File: config.mk
export PLATFORM = sky130hd
export DESIGN_NAME = cdf_accumulate_stream_flat
export DESIGN_NICKNAME = d
export VERILOG_FILES = /design/src/rtl/cdf_accumulate_stream_if.sv /design/src/rtl/cdf_accumulate_stream.sv /design/src/flat_wrapper.sv
export SDC_FILE = /design/constraint.sdc
export NUM_CORES = 1
export LEC_CHECK = 0
export ABC_AREA = 1
export CAP_MARGIN = 25
export CORE_MARGIN = 8
export CORE_UTILIZATION = 45
export DETAILED_ROUTE_END_ITERATION = 16
export PLACE_DENSITY = 0.72
export SYNTH_ARGS = -nofsm -noshare
export SYNTH_HDL_FRONTEND = slang
export SYNTH_SLANG_ARGS = --single-unit
File: constraint.sdc
create_clock -name clock -period 3.33 [get_ports clock]
set_input_delay 0.4995 -clock clock [delete_from_list [all_inputs] [get_ports clock]]
set_output_delay 0.4995 -clock clock [all_outputs]
set_load 0.005 [all_outputs]
File: src/rtl/cdf_accumulate_stream_if.sv
// Beat bus for the CDF running-sum stage: histogram bins in, cumulative values out.
// The stage is the slave; the histogram readout and the downstream LUT stage form the master side.
interface cdf_accumulate_stream_if #(
    parameter int IN_W   = 20,
    parameter int ACC_W  = 20,
    parameter int ADDR_W = 16
);
    logic              in_valid;
    logic [IN_W-1:0]   in_count;
    logic [ADDR_W-1:0] in_addr;
    logic              in_last;

    logic              out_valid;
    logic [ACC_W-1:0]  out_cdf;
    logic [ADDR_W-1:0] out_addr;
    logic              out_last;

    modport master (
        output in_valid, in_count, in_addr, in_last,
        input  out_valid, out_cdf, out_addr, out_last
    );

    modport slave (
        input  in_valid, in_count, in_addr, in_last,
        output out_valid, out_cdf, out_addr, out_last
    );
endinterface

File: src/rtl/cdf_accumulate_stream.sv
// Running-sum (CDF) of histogram bins with cdf_min / frame total tracking; CDF_ACCUM_SATURATE_EN selects saturating sums.
// Latency: 1 cycle from accepted beat to out_*.
// Backpressure: none; every valid beat is accepted, gaps hold state, frame_abort drops the same-cycle beat.
module cdf_accumulate_stream #(
    parameter int IN_W     = 20,
    parameter int ACC_W    = 20,
    parameter int ADDR_W   = 16,
    parameter int NUM_BINS = 256
) (
    input  logic                   clock,
    input  logic                   reset,
    cdf_accumulate_stream_if.slave bus,
    input  logic                   frame_abort,
    output logic [ACC_W-1:0]       cdf_min,
    output logic                   cdf_min_valid,
    output logic [ACC_W-1:0]       cdf_total,
    output logic                   frame_done,
    output logic                   bin_error,
    output logic                   overflow
);

    // One code beyond NUM_BINS is needed so the over-length count can saturate there.
    localparam int CNT_W = $clog2(NUM_BINS + 2);
    localparam logic [CNT_W-1:0] NB      = CNT_W'(NUM_BINS);
    localparam logic [CNT_W-1:0] NB_OVER = CNT_W'(NUM_BINS + 1);

    typedef enum logic {
        S_IDLE,
        S_ACCUM
    } state_t;

    state_t state, state_next;

    logic [ACC_W-1:0] acc;
    logic [CNT_W-1:0] bin_cnt;

    logic             first_beat;
    logic [ACC_W-1:0] base;
    logic [ACC_W:0]   sum;
    logic             carry;
    logic [ACC_W-1:0] sum_result;
    logic [CNT_W-1:0] cnt_next;
    logic             beat_err;
    logic             berr_next;
    logic             ovf_next;
    logic [ACC_W-1:0] min_base;
    logic             min_capture;

    always_ff @(posedge clock) begin
        if (reset) begin
            state <= S_IDLE;
        end else begin
            state <= state_next;
        end
    end

    always_comb begin
        state_next = state;
        first_beat = (state == S_IDLE);
        base       = first_beat ? '0 : acc;
        sum        = {1'b0, base} + (ACC_W + 1)'(bus.in_count);
        carry      = sum[ACC_W];
`ifdef CDF_ACCUM_SATURATE_EN
        sum_result = carry ? {ACC_W{1'b1}} : sum[ACC_W-1:0];
`else
        sum_result = sum[ACC_W-1:0];
`endif
        if (first_beat) begin
            cnt_next = CNT_W'(1);
        end else if (bin_cnt >= NB_OVER) begin
            cnt_next = NB_OVER;
        end else begin
            cnt_next = bin_cnt + 1'b1;
        end
        beat_err = bus.in_last ? (cnt_next != NB) : (cnt_next > NB);

        // Per-frame sticky state restarts on the first beat, before this beat's update.
        berr_next   = (first_beat ? 1'b0 : bin_error) | beat_err;
        ovf_next    = (first_beat ? 1'b0 : overflow) | carry;
        min_base    = first_beat ? '0 : cdf_min;
        min_capture = (min_base == '0) && (sum_result != '0);

        if (frame_abort) begin
            state_next = S_IDLE;
        end else if (bus.in_valid) begin
            state_next = bus.in_last ? S_IDLE : S_ACCUM;
        end
    end

    always_ff @(posedge clock) begin
        if (reset) begin
            acc           <= '0;
            bin_cnt       <= '0;
            bus.out_valid <= 1'b0;
            bus.out_cdf   <= '0;
            bus.out_addr  <= '0;
            bus.out_last  <= 1'b0;
            cdf_min       <= '0;
            cdf_min_valid <= 1'b0;
            cdf_total     <= '0;
            frame_done    <= 1'b0;
            bin_error     <= 1'b0;
            overflow      <= 1'b0;
        end else begin
            bus.out_valid <= 1'b0;
            bus.out_last  <= 1'b0;
            frame_done    <= 1'b0;
            cdf_min_valid <= 1'b0;
            if (frame_abort) begin
                acc     <= '0;
                bin_cnt <= '0;
            end else if (bus.in_valid) begin
                acc           <= sum_result;
                bin_cnt       <= cnt_next;
                bus.out_valid <= 1'b1;
                bus.out_cdf   <= sum_result;
                bus.out_addr  <= bus.in_addr;
                bus.out_last  <= bus.in_last;
                bin_error     <= berr_next;
                overflow      <= ovf_next;
                cdf_min       <= min_capture ? sum_result : min_base;
                cdf_min_valid <= min_capture;
                if (bus.in_last) begin
                    frame_done <= 1'b1;
                    cdf_total  <= sum_result;
                end
            end
        end
    end

endmodule
File: src/flat_wrapper.sv
// flat-port wrapper written by rule: the top's interface ports become plain ports
module cdf_accumulate_stream_flat 
#(
    parameter int IN_W     = 20,
    parameter int ACC_W    = 20,
    parameter int ADDR_W   = 16,
    parameter int NUM_BINS = 256
)
  (clock, reset, frame_abort, cdf_min, cdf_min_valid, cdf_total, frame_done, bin_error, overflow, bus_in_valid, bus_in_count, bus_in_addr, bus_in_last, bus_out_valid, bus_out_cdf, bus_out_addr, bus_out_last);
  cdf_accumulate_stream_if #(.IN_W(IN_W), .ACC_W(ACC_W), .ADDR_W(ADDR_W)) bus_i ();
  input  logic clock;
  input  logic reset;
  input  logic frame_abort;
  output logic [ACC_W-1:0] cdf_min;
  output logic cdf_min_valid;
  output logic [ACC_W-1:0] cdf_total;
  output logic frame_done;
  output logic bin_error;
  output logic overflow;
  input wire logic [$bits(bus_i.in_valid)-1:0] bus_in_valid;
  input wire logic [$bits(bus_i.in_count)-1:0] bus_in_count;
  input wire logic [$bits(bus_i.in_addr)-1:0] bus_in_addr;
  input wire logic [$bits(bus_i.in_last)-1:0] bus_in_last;
  output wire logic [$bits(bus_i.out_valid)-1:0] bus_out_valid;
  output wire logic [$bits(bus_i.out_cdf)-1:0] bus_out_cdf;
  output wire logic [$bits(bus_i.out_addr)-1:0] bus_out_addr;
  output wire logic [$bits(bus_i.out_last)-1:0] bus_out_last;
  assign bus_i.in_valid = bus_in_valid;
  assign bus_i.in_count = bus_in_count;
  assign bus_i.in_addr = bus_in_addr;
  assign bus_i.in_last = bus_in_last;
  assign bus_out_valid = bus_i.out_valid;
  assign bus_out_cdf = bus_i.out_cdf;
  assign bus_out_addr = bus_i.out_addr;
  assign bus_out_last = bus_i.out_last;
  cdf_accumulate_stream #(.IN_W(IN_W), .ACC_W(ACC_W), .ADDR_W(ADDR_W), .NUM_BINS(NUM_BINS)) u_core (.clock(clock), .reset(reset), .bus(bus_i), .frame_abort(frame_abort), .cdf_min(cdf_min), .cdf_min_valid(cdf_min_valid), .cdf_total(cdf_total), .frame_done(frame_done), .bin_error(bin_error), .overflow(overflow));
endmodule
==> results of run 1 <==
[critical path: cells and delay by family (launching register included)]
family,cells,cell delay [ps]
compound gates,1,120
fa+ha+maj,1,390
buf+inv,3,470
flops,1,420
simple gates,14,1490
[stage by stage]
stage | setup WS, ps | std cells | power, mW
final | 354.3 | 1187 | 3.046
after global routing | 92.75 | 1187 | 3.184
after CTS | 408.8 | 1187 | 3.075
after detailed placement | 130.4 | 1171 | 2.008
after global placement | 212.8 | 1171 | 2.004
after floorplan | 175.5 | 891 | 1.739
[worst paths after layout]
| kind | slack [ps] | cells after the start | start | to |
|---|---|---|---|---|
| setup / recovery | 350 | 19 | u_core.state | u_core.cdf_min[15] |
| hold / removal | 470 | 2 | u_core.bin_error | u_core.bin_error |
| setup reg to reg | 350 | 19 | u_core.state | u_core.cdf_min[15] |
| hold reg to reg | 470 | 2 | u_core.bin_error | u_core.bin_error |
[where the power goes]
group          switching (mW)  internal (mW)
logic                   0.277          0.256
registers              0.0493           1.40
clock network           0.481          0.584
[flip-flops by register name, summed over array words and instances (netlist names)]
| name | cells |
|---|---|
| u_core.bin_cnt | 9 |
| u_core.cdf_min | 20 |
| u_core.cdf_min_valid | 1 |
| u_core.state | 1 |
| u_core.bus.out_cdf | 20 |
| u_core.bin_error | 1 |
| u_core.frame_done | 1 |
| u_core.overflow | 1 |
| u_core.cdf_total | 20 |
| u_core.acc | 20 |
| u_core.bus.out_valid | 1 |
| u_core.bus.out_addr | 16 |
[Yosys cell counts, types with 4 or more instances]
cell type	n
sky130_fd_sc_hd__nand3_2	4
sky130_fd_sc_hd__clkbuf_8	8
sky130_fd_sc_hd__nand2_1	243
sky130_fd_sc_hd__ha_1	22
sky130_fd_sc_hd__o21ai_0	35
sky130_fd_sc_hd__nor2_1	67
sky130_fd_sc_hd__nand4_1	6
sky130_fd_sc_hd__a21oi_1	59
sky130_fd_sc_hd__nand3_1	61
sky130_fd_sc_hd__nand2_2	5
sky130_fd_sc_hd__dfxtp_1	111
sky130_fd_sc_hd__nor4_1	8
sky130_fd_sc_hd__o211ai_1	36
sky130_fd_sc_hd__clkbuf_1	25
sky130_fd_sc_hd__nand3b_1	8
sky130_fd_sc_hd__inv_1	137
sky130_fd_sc_hd__o21bai_1	7
sky130_fd_sc_hd__nor2_2	5
sky130_fd_sc_hd__o221ai_1	15
sky130_fd_sc_hd__and2_1	4
[routing by layer]
| metal | up-vias | GRT usage (%) | part of all wire, % |
|---|---|---|---|
| met1 | 2712 | 27.21 | 47 |
| met2 | 178 | 32.95 | 44 |
| li1 | 3103 | - | - |
| met5 | - | 0 | 0 |
| met4 | 0 | 6.751 | 2.0 |
| met3 | 24 | 4.726 | 6.6 |
[cell families (layout without fill, tap and decap cells)]
kind of cell | after synthesis | after routing | synth area share [%]
xor+xnor | 3 | 3 | 0.4322
fa+ha+maj | 23 | 23 | 4.856
compound gates | 155 | 155 | 15.58
simple gates | 418 | 418 | 29.36
buf+inv | 181 | 301 | 13.23
flops | 111 | 111 | 36.54
[cell usage in the layout, fill, tap and decap left out, types with 15 or more instances in the layout]
| cell type | count |
|---|---|
| sky130_fd_sc_hd__nand2_1 | 243 |
| sky130_fd_sc_hd__inv_1 | 137 |
| sky130_fd_sc_hd__clkdlybuf4s50_1 | 121 |
| sky130_fd_sc_hd__dfxtp_1 | 111 |
| sky130_fd_sc_hd__nor2_1 | 65 |
| sky130_fd_sc_hd__nand3_1 | 61 |
| sky130_fd_sc_hd__a21oi_1 | 59 |
| sky130_fd_sc_hd__o211ai_1 | 36 |
| sky130_fd_sc_hd__o21ai_0 | 34 |
| sky130_fd_sc_hd__ha_1 | 22 |
| sky130_fd_sc_hd__buf_4 | 22 |
| sky130_fd_sc_hd__o221ai_1 | 15 |
[cell type report]
cell class                 instances  area (µm²)  share of cell area (%)
sequential                       111        2222                   28.65
tap                              176       220.2                   2.839
clock inverter                     5       58.81                  0.7581
timing repair buffer             147        1441                   18.58
clock buffer                      11       232.7                   3.000
inverter                         138       518.0                   6.677
multi-input combinational        599        3064                   39.50
==> impl_metrics.tcl, run 1 <==
set metrics [dict create \
    synthTopCellsByArea "sky130_fd_sc_hd__dfxtp_1, sky130_fd_sc_hd__nand2_1, sky130_fd_sc_hd__inv_1, sky130_fd_sc_hd__nand3_1, sky130_fd_sc_hd__a21oi_1" \
    post_synthesis_cells 891 \
    post_route_cells_drive_above_1_share_pct 5.737 \
    critical_path.slowest_cell "sky130_fd_sc_hd__dfxtp_1" \
    worst_slew_pin_slew_ps 593.2 \
    synth_flop_cell "sky130_fd_sc_hd__dfxtp_1" \
    fp-row-count 42 \
    clock_sinks 111 \
    pin_count 123 \
    tritoncts "done" \
    fin_skew_ps 6.507 \
    final_core_util_pct 58.58 \
    drt-initial-drc-count 483 \
    cts_inserted_buffers 9 \
    dieArea_mm2 0.01749 \
    gp_congestion 0.9678 \
    detailedRoute.firstPassIterationCount 7 \
    hp-class "reg -> reg" \
    leakagePower_nw 3.834 \
    final_max_slew_viol_count 0 \
    diodes 0 \
    place.port_buffers 122 \
    globalRoute.totalOverflow 0 \
    mappedNetlistNets 955 \
    critPathArrivalTime_ps 3270 \
    vdd.ir_drop.worst_uv 364.2 \
    synth_sequential_area_ratio_pct 36.54 \
    power.density_mw_per_mm2 392.7 \
    num_vias 6017 \
    cts_resized 0 \
    rsz0062_at_grt "false" \
    grt_usage_pct 20.75 \
    area_of_the_mapped_netlist_mm2 0.006081 \
    average_via_count_per_standard_cell 5.069 \
    post_cts.repair.setup_buffers 0 \
    period_needed_ps 2976 \
    setup.worst_path.class "reg -> reg" \
    postRouteAntennaNets 0 \
    die_h_um 132.2 \
    achievable-frequency_mhz 336.1 \
    initial_core_utilization_pct 45.92 \
    synthToLayoutAreaGrowth_pct 27.57 \
    maxCapViolCount 0 \
    yosys.area.top_type_share_pct 36.54 \
    async_flop_share_pct 0 \
    worst-endpoint-required_ps 3620 \
    final_hold_viol_count 0 \
    nets 1070 \
    crit_path_cell_trace "buf_12 -> nand2_1 -> inv_1 -> ha_1 -> nand2_2 -> nor2_1 -> nand3_1 -> nand3_1 -> nand2_1 -> nand2_1 -> nand2_1 -> nand3_1 -> nor2_1 -> nand3_2 -> buf_4 -> nand3_1 -> nand2_1 -> nand2_1 -> a21oi_1" \
    worst-path-max-fanout 19 \
    timing.final.crit_share_pct 89.36 \
    routed_wire_length_per_instance_um 15.21 \
    cts.htree.levels 3 \
    outcome "finished, final reports clean" \
    global_route_wire_length_before_repair_um 29700 \
    number_of_synthesized_flops_with_an_enable_pin 0 \
    critPathCaptureType "flip-flop" \
    clk_pin_slew_ps 70 \
    place_area_mm2 0.007466 \
    n_fill_cell 1284 \
    setup-violations-final 0 \
    tns_ps 0 \
    grt_pass1_vias 5731 \
    hold-worst-slack_ps 467.9 \
    critical_path.startpoint_type "flip-flop" \
    core_area_mm2 0.01324 \
    critPathMaxStageDelay_ps 420 \
    clockBufferDepth 2 \
    chipWidth_um 132.2 \
    insertion_delay_ps 360 \
    clk_root_buffer_cell "sky130_fd_sc_hd__clkbuf_16" \
    synth-seq-cells 111 \
    dp.final_hpwl_um 13440 \
    final_design_area_no_fill_mm2 0.007757 \
    grt_antenna_before_repair 0 \
    synth_cell_types 35 \
    cp_common_cell "sky130_fd_sc_hd__nand2_1" \
    post-synth-top-area-cell "sky130_fd_sc_hd__dfxtp_1" \
    maximum_number_of_pins_on_one_net_before_global_route_repair 68 \
    timing.slew.headroom_pct 60.33 \
    drc_errors 0 \
    synthesis.area_per_instance_um2 6.825 \
    totalWireLength_um 18060 \
    holdBufCountCts 0 \
    ys_warn_count 0 \
]
Power figures use the tool's default switching activity.
==> run 2, diff against run 1 <==
- CORE_UTILIZATION: 45 -> 35
- PLACE_DENSITY: 0.72 -> 0.58
==> impl_metrics.tcl, run 2 (synthesis results as in run 1) <==
set metrics [dict create \
    cp_common_cell "sky130_fd_sc_hd__nand2_1" \
    routed_wire_length_per_instance_um 15.54 \
    gp_congestion 0.9252 \
    timing.final.crit_share_pct 85.31 \
    chipWidth_um 147.8 \
    leakagePower_nw 3.838 \
    clk_pin_slew_ps 70 \
    holdBufCountCts 0 \
    clock_sinks 111 \
    postRouteAntennaNets 0 \
    totalWireLength_um 19220 \
    hp-class "reg -> reg" \
    initial_core_utilization_pct 35.53 \
    cts.htree.levels 3 \
    synthToLayoutAreaGrowth_pct 28.23 \
    critical_path.slowest_cell "sky130_fd_sc_hd__dfxtp_2" \
    setup-violations-final 0 \
    average_via_count_per_standard_cell 4.816 \
    worst_slew_pin_slew_ps 699.8 \
    fp-row-count 48 \
    drc_errors 0 \
    maximum_number_of_pins_on_one_net_before_global_route_repair 68 \
    globalRoute.totalOverflow 0 \
    crit_path_cell_trace "buf_4 -> nand2_1 -> inv_1 -> ha_1 -> nand2_1 -> inv_1 -> nand2_1 -> nand2_1 -> inv_1 -> nand2_1 -> nand2_1 -> nand3_1 -> nand2_1 -> nand2_1 -> nor2_1 -> nand3_2 -> buf_4 -> nand3_1 -> nand3_1 -> a21oi_1" \
    grt_usage_pct 17.66 \
    multiInputGateArea_mm2 0.003064 \
    final_max_slew_viol_count 0 \
    tns_ps 0 \
    achievable-frequency_mhz 352.0 \
    power.density_mw_per_mm2 388.4 \
    critPathArrivalTime_ps 3120 \
    post_cts.repair.setup_buffers 0 \
    num_vias 5958 \
    critPathCaptureType "flip-flop" \
    grt_pass1_vias 5701 \
    clk_root_buffer_cell "sky130_fd_sc_hd__clkbuf_16" \
    netSwitchingFraction_pct 27.78 \
    r2r_path_start "u_core.state" \
    nets 1071 \
    core_area_mm2 0.01712 \
    outcome "finished, final reports clean" \
    post_route_cells_drive_above_1_share_pct 6.028 \
    register_area_mm2 0.002223 \
    critPathMaxStageDelay_ps 460 \
    power.sequential.fraction_pct 47.8 \
    holdCritStartpoint "u_core.bin_error" \
    place.port_buffers 122 \
    startpoint "u_core.state" \
    switching_power_mw 0.8411 \
    pwr-share-clk_pct 34.5 \
    mostFrequentLayoutCell "sky130_fd_sc_hd__nand2_1" \
    worst-path-max-fanout 19 \
    worst-endpoint-required_ps 3610 \
    cell_internal_pwr_mw 2.187 \
    fin_skew_ps 10.52 \
    grt_antenna_before_repair 0 \
    dp.final_hpwl_um 14410 \
    global_route_wire_length_before_repair_um 30790 \
    pin_count 123 \
    hold-worst-slack_ps 475.0 \
    vdd.ir_drop.worst_uv 234.6 \
    commonest_cells_after_routing_fill_and_taps_aside "sky130_fd_sc_hd__nand2_1, sky130_fd_sc_hd__inv_1, sky130_fd_sc_hd__clkdlybuf4s50_1, sky130_fd_sc_hd__dfxtp_1, sky130_fd_sc_hd__nor2_1" \
    setup.worst_path.class "reg -> reg" \
    critical_path.startpoint_type "flip-flop" \
    n_fill_cell 1811 \
    insertion_delay_ps 360 \
    diodes 0 \
    detailedRoute.firstPassIterationCount 5 \
    clockBufferDepth 2 \
    dieArea_mm2 0.02185 \
    tritoncts "done" \
    cts_inserted_buffers 9 \
    timing.slew.headroom_pct 53.35 \
    power_frac_comb_pct 17.6 \
    final_hold_viol_count 0 \
    drt-initial-drc-count 416 \
    die_h_um 147.8 \
    maxCapViolCount 0 \
    rsz0062_at_grt "false" \
    period_needed_ps 2841 \
]
-- run 2: cell types whose count changed in the layout (fill, tap and decap cells not counted) --
cell	change
sky130_fd_sc_hd__buf_12	-2
sky130_fd_sc_hd__clkbuf_8	+1
sky130_fd_sc_hd__clkinv_2	-1
sky130_fd_sc_hd__buf_4	+3
sky130_fd_sc_hd__dfxtp_2	+1
sky130_fd_sc_hd__clkinv_4	+4
sky130_fd_sc_hd__clkbuf_1	-1
sky130_fd_sc_hd__bufinv_16	-1
sky130_fd_sc_hd__clkinvlp_4	-2
sky130_fd_sc_hd__dfxtp_1	-1
-- run 2: layout make-up --
cell class / instances / share of cell area [%]
multi-input combinational: 599 / 39.30
sequential: 111 / 28.51
timing repair buffer: 148 / 18.26
inverter: 138 / 6.643
tap: 225 / 3.610
clock buffer: 11 / 3.113
clock inverter: 5 / 0.5616
-- run 2: power by group through the flow --
stage               logic [mW]  registers, mW  clock network [mW]
finish                   0.534           1.45                1.05
global route             0.591           1.46                1.14
global placement         0.535           1.48                   0
detailed placement       0.536           1.48                   0
CTS                      0.539           1.45                1.08
floorplan                0.267           1.47                   0
-- run 2: what timing repair did --
item / CTS / global route
setup endpoints to repair: 0 / 20
resized for setup: 0 / 1
endpoints found under the hold margin: 0 / 0
-- run 2: worst max-delay path: cells and delay by family (launching register included) --
| kind | cells | cell delay, ps |
|---|---|---|
| AO/OA/AOI/OAI | 1 | 160 |
| adder cells (fa/ha/maj) | 1 | 290 |
| buffers and inverters | 5 | 660 |
| flip-flops | 1 | 460 |
| AND/OR/NAND/NOR | 13 | 1180 |
-- run 2: path summary, 6_finish.rpt --
kind | cells past startpoint | endpoint | slack (ps)
max | 20 | u_core.cdf_min[2] | 490
min | 2 | u_core.bin_error | 480
max reg2reg | 20 | u_core.cdf_min[2] | 490
min reg2reg | 2 | u_core.bin_error | 480
-- run 2: routing by layer --
metal,share of wire [%],track usage (%)
met5,0,0
met4,2.0,5.558
met3,6.6,4.066
met1,48,23.82
met2,44,27.34
-- run 2: stage by stage --
step                      power (mW)  util, %  instances  setup slack, ps  area, µm²
final                          3.028    45.56       1237            489.2       7797
after global routing           3.190    45.56       1237            113.5       7797
after CTS                      3.070    45.55       1237            325.7       7796
after detailed placement       2.014    43.87       1221            130.7       7510
after global placement         2.013    43.87       1221            140.4       7510
after floorplan                1.739        -        891            175.5       6081
==> run 3, diff against run 2 <==
- CELL_PAD_IN_SITES_DETAIL_PLACEMENT: default -> 1
- CELL_PAD_IN_SITES_GLOBAL_PLACEMENT: default -> 2
- CORE_UTILIZATION: 35 -> 25
- PLACE_DENSITY: 0.58 -> 0.73
==> impl_metrics.tcl, run 3 (synthesis results as in run 1) <==
set metrics [dict create \
    place.port_buffers 122 \
    rsz0062_at_grt "false" \
    pin_count 123 \
    crit_path_cell_trace "buf_12 -> nand2_1 -> inv_1 -> ha_1 -> nand2_1 -> inv_1 -> a21oi_1 -> nand2_1 -> nand2_1 -> nand2_1 -> nand2_1 -> nand2_1 -> nor2_1 -> nand2_1 -> nor2_2 -> nand3_2 -> nand2_1 -> buf_12 -> nand2_1 -> nand3_1 -> a21oi_1" \
    grt_pass1_vias 6217 \
    cts_inserted_buffers 9 \
    postRouteAntennaNets 0 \
    power.density_mw_per_mm2 395.5 \
    fin_skew_ps 7.327 \
    clk_pin_slew_ps 80 \
    tns_ps 0 \
    worst-path-max-fanout 29 \
    chipWidth_um 172.0 \
    drt-initial-drc-count 275 \
    netSwitchingFraction_pct 28.19 \
    clk_root_buffer_cell "sky130_fd_sc_hd__clkbuf_16" \
    cell_internal_pwr_mw 2.277 \
    achievable-frequency_mhz 335.5 \
    insertion_delay_ps 360 \
    worst_slew_pin_slew_ps 610.0 \
    routed_wire_length_per_instance_um 16.88 \
    power_frac_comb_pct 17.7 \
    post_cts.repair.setup_buffers 0 \
    power.sequential.fraction_pct 45.7 \
    register_area_mm2 0.002222 \
    critical_path.startpoint_type "flip-flop" \
    post_route_cells_drive_above_1_share_pct 6.582 \
    clock_sinks 111 \
    critPathCaptureType "flip-flop" \
    vdd.ir_drop.worst_uv 272.6 \
    totalWireLength_um 22650 \
    grt_usage_pct 15.56 \
    die_h_um 172.0 \
    cp_common_cell "sky130_fd_sc_hd__nand2_1" \
    hp-class "reg -> reg" \
    holdBufCountCts 0 \
    leakagePower_nw 3.888 \
    ff2ff_setup_slack_ps 350 \
    average_via_count_per_standard_cell 4.563 \
    fp-row-count 57 \
    critical_path.slowest_cell "sky130_fd_sc_hd__dfxtp_1" \
    timing.final.crit_share_pct 89.52 \
    setup-violations-final 0 \
    multiInputGateArea_mm2 0.003064 \
    diodes 0 \
    mostFrequentLayoutCell "sky130_fd_sc_hd__nand2_1" \
    nets 1077 \
    cts.htree.levels 3 \
    final_max_slew_viol_count 0 \
    drc_errors 0 \
    core_area_mm2 0.02411 \
    critPathMaxStageDelay_ps 380 \
    maximum_number_of_pins_on_one_net_before_global_route_repair 59 \
    setup.worst_path.class "reg -> reg" \
    period_needed_ps 2981 \
    dieArea_mm2 0.02957 \
    commonest_cells_after_routing_fill_and_taps_aside "sky130_fd_sc_hd__nand2_1, sky130_fd_sc_hd__inv_1, sky130_fd_sc_hd__clkdlybuf4s50_1, sky130_fd_sc_hd__dfxtp_1, sky130_fd_sc_hd__nor2_1" \
    final_hold_viol_count 0 \
    hold-worst-slack_ps 483.2 \
    initial_core_utilization_pct 25.23 \
    globalRoute.totalOverflow 0 \
    num_vias 6124 \
    critPathArrivalTime_ps 3200 \
    switching_power_mw 0.8941 \
    worstPathBufferInverterCount 4 \
    synthToLayoutAreaGrowth_pct 31.85 \
    cts_resized 0 \
    tritoncts "done" \
    pwr-share-clk_pct 36.6 \
    worst-endpoint-required_ps 3550 \
    gp_congestion 0.7720 \
    dp.final_hpwl_um 17460 \
    grt_antenna_before_repair 0 \
    clockBufferDepth 2 \
    total_power_mw 3.171 \
    outcome "finished, final reports clean" \
    global_route_wire_length_before_repair_um 35540 \
    timing.slew.headroom_pct 59.33 \
    maxCapViolCount 0 \
    n_fill_cell 3038 \
    detailedRoute.firstPassIterationCount 4 \
    timing.critical_path.max_delay_family "simple AND/OR/NAND/NOR gates" \
]
-- run 3: changes by cell type in the layout (fill, tap and decap cells not counted), sizes merged --
cell	before	now
inv	137	141
clkbuf	11	10
bufinv	0	1
clkinv	6	1
clkinvlp	0	1
buf	27	33
-- run 3: cell type report --
type                            instances  share of cell area [%]
Multi-Input combinational cell        599                   38.22
Sequential cell                       111                   27.72
Timing Repair Buffer                  154                   18.63
Inverter                              138                   6.461
Tap cell                              324                   5.056
Clock buffer                           10                   2.981
Clock inverter                          6                  0.9363
-- run 3: worst paths after layout --
check,from,endpoint,depth (start not counted)
worst min-delay path,u_core.bin_error,u_core.bin_error,2
worst max register to register,u_core.state,u_core.cdf_min[10],21
worst max-delay path,u_core.state,u_core.cdf_min[10],21
worst min register to register,u_core.bin_error,u_core.bin_error,2
-- run 3: power groups by stage --
stage                     Sequential (mW)  Combinational (mW)  Clock [mW]
after floorplan                      1.47               0.267           0
after global placement               1.48               0.565           0
after detailed placement             1.48               0.568           0
after CTS                            1.45               0.572        1.20
after global routing                 1.46               0.622        1.26
final                                1.45               0.561        1.16
-- run 3: per-stage QoR --
step	setup slack, ps	cells	util, %	area [µm²]
6_report	349.1	1342	33.26	8018
3_5_place_dp	99.78	1326	31.96	7704
4_1_cts	306.0	1342	33.26	8018
5_1_grt	44.72	1342	33.26	8018
3_3_place_gp	144.2	1326	31.96	7704
2_1_floorplan	175.5	891	-	6081
-- run 3: worst min-delay path, cell delays in order, from the launching register on --
cell,delay (ps)
sky130_fd_sc_hd__dfxtp_1,320
sky130_fd_sc_hd__nand2_1,60
sky130_fd_sc_hd__a21oi_1,60
-- run 3: layer usage --
metal	global-route usage, %	wire length, µm	up-vias
met2	25.37	10550	95
met3	3.493	992	19
li1	-	-	3117
met4	4.048	408	0
met1	20.41	10700	2893
met5	0	0	-
